--- config.mk ---
export PLATFORM = sky130hd
export DESIGN_NAME = data_sram_bridge
export DESIGN_NICKNAME = d
export VERILOG_FILES = /design/src/rtl/data_sram_bridge.sv
export SDC_FILE = /design/constraint.sdc
export NUM_CORES = 1
export LEC_CHECK = 0
export CAP_MARGIN = 0
export CORE_UTILIZATION = 43
export DETAILED_ROUTE_END_ITERATION = 8
export PLACE_DENSITY = 0.8
export SLEW_MARGIN = 20
export SYNTH_ARGS = -nofsm -noshare
export SYNTH_HDL_FRONTEND = slang
export SYNTH_SLANG_ARGS = --single-unit
export TNS_END_PERCENT = 50
--- constraint.sdc ---
create_clock -name clk -period 2.05 [get_ports clk]
set_input_delay 0.41 -clock clk [delete_from_list [all_inputs] [get_ports clk]]
set_output_delay 0.41 -clock clk [all_outputs]
set_load 0.03 [all_outputs]
--- src/rtl/data_sram_bridge.sv ---
// data_sram_bridge
//   Memory-stage data-access unit. Converts the M-stage memory controls into
//   a single request on a sram-like bus (req / addr_ok / data_ok), returns
//   load data to the M/W path and holds the pipeline via stall_req until the
//   access has completed.
//
// Ports
//   clk, rst          clock, synchronous active-low reset
//   memenM/memwriteM  M-stage access enable / store select
//   addrM/wdataM      byte address / lane-replicated store data
//   sizeM             0 byte, 1 half, 2 word
//   flushM            M-stage instruction cancelled
//   pipe_stall        pipeline held by another source
//   stall_req         stall request to the hazard unit
//   rdataM            load data for the M-stage instruction
//   data_*            sram-like bus (req, wr, size, addr, wdata out;
//                     addr_ok, data_ok, rdata in)
module data_sram_bridge (
  input  logic        clk,
  input  logic        rst,
  input  logic        memenM,
  input  logic        memwriteM,
  input  logic [31:0] addrM,
  input  logic [31:0] wdataM,
  input  logic [1:0]  sizeM,
  input  logic        flushM,
  input  logic        pipe_stall,
  output logic        stall_req,
  output logic [31:0] rdataM,
  output logic        data_req,
  output logic        data_wr,
  output logic [1:0]  data_size,
  output logic [31:0] data_addr,
  output logic [31:0] data_wdata,
  input  logic        data_addr_ok,
  input  logic        data_data_ok,
  input  logic [31:0] data_rdata
);

  typedef enum logic [1:0] {IDLE, REQ, WAIT, DONE} state_t;

  state_t      state_reg, state_next;
  logic        cancel_reg, cancel_next;
  logic        wr_reg;
  logic [1:0]  size_reg;
  logic [31:0] addr_reg;
  logic [31:0] wdata_reg;
  logic [31:0] rdata_reg;
  logic        issue;

  always_ff @(posedge clk) begin
    if (!rst) begin
      state_reg  <= IDLE;
      cancel_reg <= 1'b0;
      wr_reg     <= 1'b0;
      size_reg   <= 2'd0;
      addr_reg   <= 32'd0;
      wdata_reg  <= 32'd0;
      rdata_reg  <= 32'd0;
    end else begin
      state_reg  <= state_next;
      cancel_reg <= cancel_next;
      // Hold the request fields so the bus sees them stable until addr_ok,
      // whatever the M-stage inputs do meanwhile.
      if (issue) begin
        wr_reg    <= memwriteM;
        size_reg  <= sizeM;
        addr_reg  <= addrM;
        wdata_reg <= wdataM;
      end
      if (state_reg == WAIT && data_data_ok) begin
        rdata_reg <= data_rdata;
      end
    end
  end

  always_comb begin
    state_next  = state_reg;
    cancel_next = cancel_reg;
    issue       = 1'b0;
    data_req    = 1'b0;
    data_wr     = wr_reg;
    data_size   = size_reg;
    data_addr   = addr_reg;
    data_wdata  = wdata_reg;
    stall_req   = 1'b0;
    rdataM      = rdata_reg;

    case (state_reg)
      IDLE: begin
        issue     = memenM & ~flushM;
        data_req  = issue;
        stall_req = issue;
        if (issue) begin
          // First request cycle goes straight from the M inputs so a fast
          // bus can accept it with no extra latency.
          data_wr    = memwriteM;
          data_size  = sizeM;
          data_addr  = addrM;
          data_wdata = wdataM;
          state_next = data_addr_ok ? WAIT : REQ;
        end else begin
          // Bus fields are only meaningful alongside data_req; park at zero.
          data_wr    = 1'b0;
          data_size  = 2'd0;
          data_addr  = 32'd0;
          data_wdata = 32'd0;
        end
      end

      REQ: begin
        // A raised request cannot be withdrawn; a flush only marks it so
        // the eventual data is thrown away.
        data_req  = 1'b1;
        stall_req = ~cancel_reg | memenM;
        if (flushM) begin
          cancel_next = 1'b1;
        end
        if (data_addr_ok) begin
          state_next = WAIT;
        end
      end

      WAIT: begin
        // A cancelled access still blocks a newly arrived memory
        // instruction until the bus is free again.
        stall_req = ~data_data_ok | (cancel_reg & memenM);
        if (data_data_ok) begin
          cancel_next = 1'b0;
          if (!cancel_reg) begin
            rdataM = data_rdata;
          end
          if (cancel_reg) begin
            state_next = IDLE;
          end else begin
            state_next = pipe_stall ? DONE : IDLE;
          end
        end else if (flushM) begin
          cancel_next = 1'b1;
        end
      end

      DONE: begin
        // Access finished but the instruction is held elsewhere; keep
        // presenting the captured data without re-issuing.
        if (!pipe_stall || flushM) begin
          state_next = IDLE;
        end
      end

      default: begin
        state_next = IDLE;
      end
    endcase
  end

endmodule

==> summary.txt, run 1 <==
Yosys
  – Commonest cells in the netlist: 205 x nand2_1, 102 x dfxtp_1, 72 x inv_1
  – Avg Cell Area, Syn: about 7.6 um^2
  – Ys Warns: 0
  – EDFF count, synth: 0
  – Sequential share of the synthesized area: 41.5%
  – Share of the synthesized area in the top cell type: 41.5%
  – Yosys reg bits: 102
  – Cells after Synth: 645
  – Area contributors post-synth: dfxtp_1 41%, nand2_1 16%, a21boi_0 11%, mux2_2 7.3%, o21ai_0 7.2%
  – Top-count cell post-synth: nand2_1
  – Mapped Nets: 756
  – Area leader, netlist: dfxtp_1
  – Mapped Area: 0.00493 mm^2
  – Synth Flop Type: dfxtp_1
  – Post-synthesis cell type count: 24
  – Async SR Flop Fraction: 0%

Cells and area
  – Fill count: 524
  – Fin util: a little under nine tenths
  – Footprint of the multi-input gates: 0.00306 mm^2
  – Non-filler instance count after layout: 1129
  – FF+latch area: ~0.002 mm^2
  – Share of cells above drive strength 1: 42.1%
  – # nets final: 1095
  – Area growth, synth to finish: 91.0%

Detailed routing
  – M1 wire length: between 7000 and 8000 um
  – Vias per inst: 5.49
  – Vias: 6203
  – Drt total wl: about 22000 um
  – DRC errors left: 0
  – Drt initial violations: 567
  – WL per Instance: 19.7 um
  – Wire length on met3: 2140 um
  – Metal2 WL: 10700 um
  – Remaining antenna violation count after routing: 0
  – Highest routed layer: met5
  – DRT Pass-1 Iters: 5

Timing
  – Fin crit share: 118%
  – Setup Viol. Count Final: about 110
  – Fmax achieved: 0.412 GHz
  – Unrepaired setup endpoints after global routing: yes
  – Final Hold Viols: 0
  – Max Slew Vio Count: 0
  – Final setup skew: 0.0130 ns
  – Final Critical Period: 2.43 ns
  – Relative slew margins: 43.8%
  – Setup ws final: -0.376 ns
  – Worst slew pin tran: 0.835 ns

Worst setup path
  – CP peak stage delay: between 0.3 and 0.4 ns
  – RR Endpoint: wdata_reg[17]
  – Delay-heaviest family, CP: buffers and inverters
  – Slowest CP cell: dfxtp_2
  – Crit-path max FO: 7
  – Worst-path cell chain: buf_6, inv_4, ha_4, nor3b_4, buf_6, buf_16, nand2_2, o21ai_2, buf_6
  – Endpoint type of the worst setup path: output pin
  – Register-to-Register Path Depth: 9
  – Cell mode on critical path: buf_6
  – Number of buffer and inverter stages on the critical path: 5
  – Critical path data required time: 1.64 ns
  – CP Data Arrival Time: 2.02 ns
  – Reg2Reg Setup Slack: -0.32 ns
  – Reg-to-reg startpoint: state_reg[0]
  – Setup Crit Path Kind: register to output pin
  – CP Launch Type: register

Place
  – Buffers on Ports: 206
  – HPWL after DPL: 9750 um
  – GPL Wtd Cong: 0.791
  – Placed cells: 1045
  – Dpl ws: -0.519 ns

Clocking
  – Clock Latency Late Sink: 0.35 ns
  – H-tree levels: 3
  – Cts hold-fix bufs: 0
  – Clock root cell: clkbuf_16
  – Total CTS buffers: 9
  – Sink Count: 102
  – Clock transition at the registers of the reported paths: 0.06 ns
  – Clock tree buffer depth: 2
  – CTS tree: built

Hold path
  – HP Class: register to register
  – Worst min-delay path endpoint: addr_reg[29]
  – Hold_sp: addr_reg[29]
  – Hold Crit Depth: 2

Floorplan
  – Initial Util: 44.9%
  – Site Rows: 38
  – Die area: 0.0119 mm^2
  – Die width: 109 um
  – Die Y-Extent: around 110 um
  – Num ports: 207
  – Core area: 0.0110 mm^2

Flow run
  – Number of max-cap violations: 0

Power and ir drop
  – Max rail drop VDD: 0.000667 V
  – Leak: roughly 4.2 nW
  – Pwr dens: 988 mW/mm^2
  – Post-layout power: 9.29 mW

Outcome
  – Violated checks: negative setup slack
  – Outcome: finished with violations

Global route
  – Tot GR Track Use: between 20% and 30%
  – First-pass GRT wire length: 25200 um
  – Total gr overflow: 0
  – Initial antenna violation count: 2
  – Largest net degree at the start of global routing: 105
  – Number of global-route vias before repair: 5357
-- where the power goes --
| part | internal [mW] | switching, mW | total (mW) |
|---|---|---|---|
| logic | 2.38 | 2.88 | 5.25 |
| registers | 2.21 | 0.152 | 2.36 |
| clock network | 0.953 | 0.726 | 1.68 |
| total | 5.54 | 3.75 | 9.29 |
-- worst max path at each step --
stage / cells after the start / slack [ns] / endpoint / startpoint
after floorplan: 6 / -0.17 / data_addr[10] / state_reg[0]
after global placement: 5 / -0.50 / rdataM[5] / data_data_ok
after global routing: 9 / -0.50 / data_wdata[28] / state_reg[0]
after CTS: 10 / -0.31 / data_wdata[28] / state_reg[1]
final: 9 / -0.38 / data_wdata[28] / state_reg[1]
after detailed placement: 5 / -0.52 / rdataM[7] / data_data_ok
-- cells by family after synthesis --
logic type | count (synthesis) | share of synthesized area, %
adder cells (fa/ha/maj) | 5 | 1.27
multiplexers | 34 | 7.72
AND/OR/NAND/NOR | 215 | 17.1
buffers and inverters | 115 | 9.55
AO/OA/AOI/OAI | 174 | 22.9
flip-flops | 102 | 41.5
-- through the flow --
step | setup TNS [ns] | hold slack (ns) | instance area [um^2]
finish | -22.87 | 0.453 | 9410
global route | -28.07 | 0.476 | 9410
CTS | -22.30 | 0.454 | 8470
detailed placement | -34.04 | 0.446 | 7600
global placement | -29.57 | 0.440 | 7600
floorplan | -5.03 | 0.435 | 4930
-- final cells by class --
class	count	share of cell area, %
inverter	72	2.90
timing repair buffer	371	37.9
sequential	102	21.7
clock buffer	15	3.06
antenna	1	0.0266
tap	140	1.86
multi-input combinational	428	32.5
-- per-layer routing --
layer / vias up / global-route usage [%]
li1: 2749 / -
met1: 2886 / 30.2
met2: 429 / 48.9
met3: 137 / 4.48
met4: 2 / 16.4
met5: - / 0
-- timing repair --
item,4_1_cts,5_1_grt
setup endpoints to repair,102,133
pin swaps,14,36
cloned,9,3
setup buffers,22,39
resized for setup,282,181
-- worst reg2reg max path: cells and delay by family (launching register included) --
family	cells	cell delay, ns
DFF	1	0.33
buffers and inverters	5	0.78
and+or+nand+nor	2	0.24
AOI/OAI and AO/OA	1	0.68
adders and majority gates	1	0.15
-- cell usage in the layout (no fill, tap or decap), drive strengths merged --
master	Yosys	layout
nor4bb	1	1
and2	1	1
diode	0	1
bufbuf	0	2
clkdlybuf4s50	0	103
inv	72	72
ha	5	5
a21boi	99	99
a21oi	1	1
nor2	1	1
dlygate4sd2	0	1
nand2b	1	1
mux2i	2	2
buf	17	262
nor2b	1	1
a31oi	1	1
nand3	1	1
o2111ai	1	1
nand3b	3	3
mux2	32	32
clkbuf	26	18
nor3b	1	1
dfxtp	102	102
nand2	205	205
o21ai	71	71
a311o	1	1
Note: power is estimated with default switching activity, not from simulation.
==> inputs of run 2 (changes only) <==
REMOVE_ABC_BUFFERS = 1   (was not set)
==> summary.txt, run 2 (same netlist as run 1, synthesis figures left out) <==
Timing
  – Relative slew margins: 68.8% (+25 points)
  – Max Slew Vio Count: 0 (unchanged)
  – Worst slew pin tran: 0.468 ns (-0.367 ns)
  – Setup ws final: -0.324 ns (+0.0522 ns)
  – Unrepaired setup endpoints after global routing: yes
  – Fin crit share: 116% (-2.5 points)
  – Setup Viol. Count Final: 100 (-4.8%)
  – Final Critical Period: 2.37 ns (-0.0522 ns)
  – Final setup skew: 0.00716 ns (-0.00585 ns)
  – Final Hold Viols: 0 (unchanged)
  – Fmax achieved: 0.421 GHz (+2.2%)

Clocking
  – Clock transition at the registers of the reported paths: 0.06 ns (about the same)
  – Clock Latency Late Sink: 0.34 ns (about the same)
  – H-tree levels: 3 (unchanged)
  – Sink Count: 102 (unchanged)
  – Clock tree buffer depth: 2 (unchanged)
  – CTS tree: built
  – Total CTS buffers: 9 (unchanged)
  – Clock root cell: clkbuf_16

Detailed routing
  – Vias: 5450 (-12%)
  – DRT Pass-1 Iters: 5 (unchanged)
  – DRC errors left: 0 (unchanged)
  – WL per Instance: 15.0 um (-24%)
  – Remaining antenna violation count after routing: 0 (unchanged)
  – Vias per inst: 5.01 (-8.8%)
  – Drt total wl: 16300 um (-27%)
  – Drt initial violations: 325 (-43%)

Power and ir drop
  – Max rail drop VDD: 0.000667 V (about the same)
  – Post-layout power: 8.10 mW (-13%)
  – Pwr dens: 958 mW/mm^2 (-3.0%)
  – Leak: 3.58 nW (-14%)
  – Flop pwr share: 28.8% (+3.4 points)
  – Comb power frac: 49.6% (-6.9 points)
  – Switching power share of the total: 39.0% (-1.4 points)
  – Pint: 4.94 mW (-11%)
  – Clock power frac: 21.6% (+3.5 points)
  – Switching pwr: 3.16 mW (-16%)

Worst setup path
  – Worst-path cell chain: buf_6, inv_4, ha_4, nor3b_4, buf_6, buf_4, clkbuf_16, nand2_1, o21ai_1, buf_4
  – Setup Crit Path Kind: register to output pin
  – CP Launch Type: register
  – Slowest CP cell: dfxtp_2
  – Reg2Reg Setup Slack: 0.12 ns (+0.44 ns)
  – Endpoint type of the worst setup path: output pin
  – Critical path data required time: 1.64 ns (about the same)
  – CP peak stage delay: 0.33 ns (about the same)
  – Crit-path max FO: 6 (-1)
  – CP Data Arrival Time: 1.96 ns (-0.06 ns)

Floorplan
  – Die area: 0.0119 mm^2 (unchanged)
  – Num ports: 207 (unchanged)
  – Initial Util: 44.9% (unchanged)
  – Die Y-Extent: 109 um (unchanged)
  – Site Rows: 38 (unchanged)
  – Core area: 0.0110 mm^2 (unchanged)
  – Die width: 109 um (unchanged)

Global route
  – Tot GR Track Use: 26.0% (-1.4 points)
  – Largest net degree at the start of global routing: 65 (-38%)
  – Number of global-route vias before repair: 5124 (-4.3%)
  – Initial antenna violation count: 0 (-2)
  – Total gr overflow: 0 (unchanged)
  – First-pass GRT wire length: 24100 um (-4.2%)

Flow run
  – Number of max-cap violations: 0 (unchanged)

Cells and area
  – Fill count: 682 (+30%)
  – Share of cells above drive strength 1: 34.5% (-7.6 points)
  – Commonest non-fill, non-tap cell in the layout: nand2_1
  – Antenna cells: 0 (-1)
  – # nets final: 1054 (-3.7%)
  – Most frequent cells in the layout: 183 x nand2_1, 164 x buf_4, 102 x clkdlybuf4s50_1
  – Non-filler instance count after layout: 1088 (-3.6%)
  – Fin util: 77.0% (-8.6 points)
  – Area growth, synth to finish: 71.7%

Place
  – HPWL after DPL: 9930 um (+1.9%)
  – GPL Wtd Cong: 0.815 (+3.0%)
  – Placed cells: 1049 (+0.38%)
  – Buffers on Ports: 206 (unchanged)

Outcome
  – Outcome: finished with violations
  – Violated checks: negative setup slack

Hold path
  – HP Class: register to register
## run 2: path summary, 6_finish.rpt
path                      from              to  cells after the start
setup / recovery  state_reg[1]  data_wdata[21]                     10
hold / removal    addr_reg[19]    addr_reg[19]                      2
setup reg to reg  state_reg[1]    state_reg[0]                      8
hold reg to reg   addr_reg[19]    addr_reg[19]                      2
## run 2: metal layers
| metal | global-route usage (%) | vias up | share of wire [%] |
|---|---|---|---|
| met4 | 10.2 | 0 | 1.9 |
| met5 | 0 | - | 0 |
| met3 | 4.84 | 30 | 7.4 |
| met2 | 46.3 | 244 | 50 |
| li1 | - | 2664 | - |
| met1 | 30.6 | 2512 | 41 |
## run 2: cell type report
| type | instances | area [um^2] | area share (%) |
|---|---|---|---|
| inverters | 72 | 273 | 3.22 |
| clock buffers | 11 | 253 | 2.99 |
| repair buffers | 330 | 2990 | 35.3 |
| flip-flops and latches | 102 | 2040 | 24.2 |
| well taps | 140 | 175 | 2.07 |
| multi-input cells | 428 | 2670 | 31.6 |
| clock inverters | 5 | 56.3 | 0.666 |
## run 2: timing repair
item | 4_1_cts | 5_1_grt
endpoints found under the setup margin | 101 | 101
hold buffers | 0 | 0
buffers inserted | 17 | 2
pin swaps | 9 | 4
gates cloned | 4 | 2
resized for setup | 251 | 58
## run 2: power groups by stage
stage	clock (mW)	sequential [mW]	combinational, mW
global route	1.86	2.35	4.28
floorplan	0	2.34	1.84
CTS	1.77	2.33	3.81
finish	1.75	2.34	4.02
detailed placement	0	2.36	3.42
global placement	0	2.35	3.36
## run 2: worst max-delay path: cells and delay by family, from the launching register on
family	cells	cell delay, ns
simple gates	2	0.28
compound gates	1	0.11
buf+inv	6	0.78
flops	1	0.33
fa+ha+maj	1	0.13
## run 2: per-stage QoR
step	TNS (ns)	setup slack, ns	area, um^2	hold WS [ns]
finish	-20.74	-0.324	8460	0.454
global route	-28.24	-0.389	8460	0.468
CTS	-21.99	-0.301	8270	0.455
detailed placement	-32.92	-0.586	7610	0.446
global placement	-33.34	-0.555	7610	0.440
floorplan	-306.31	-2.46	4730	0.435
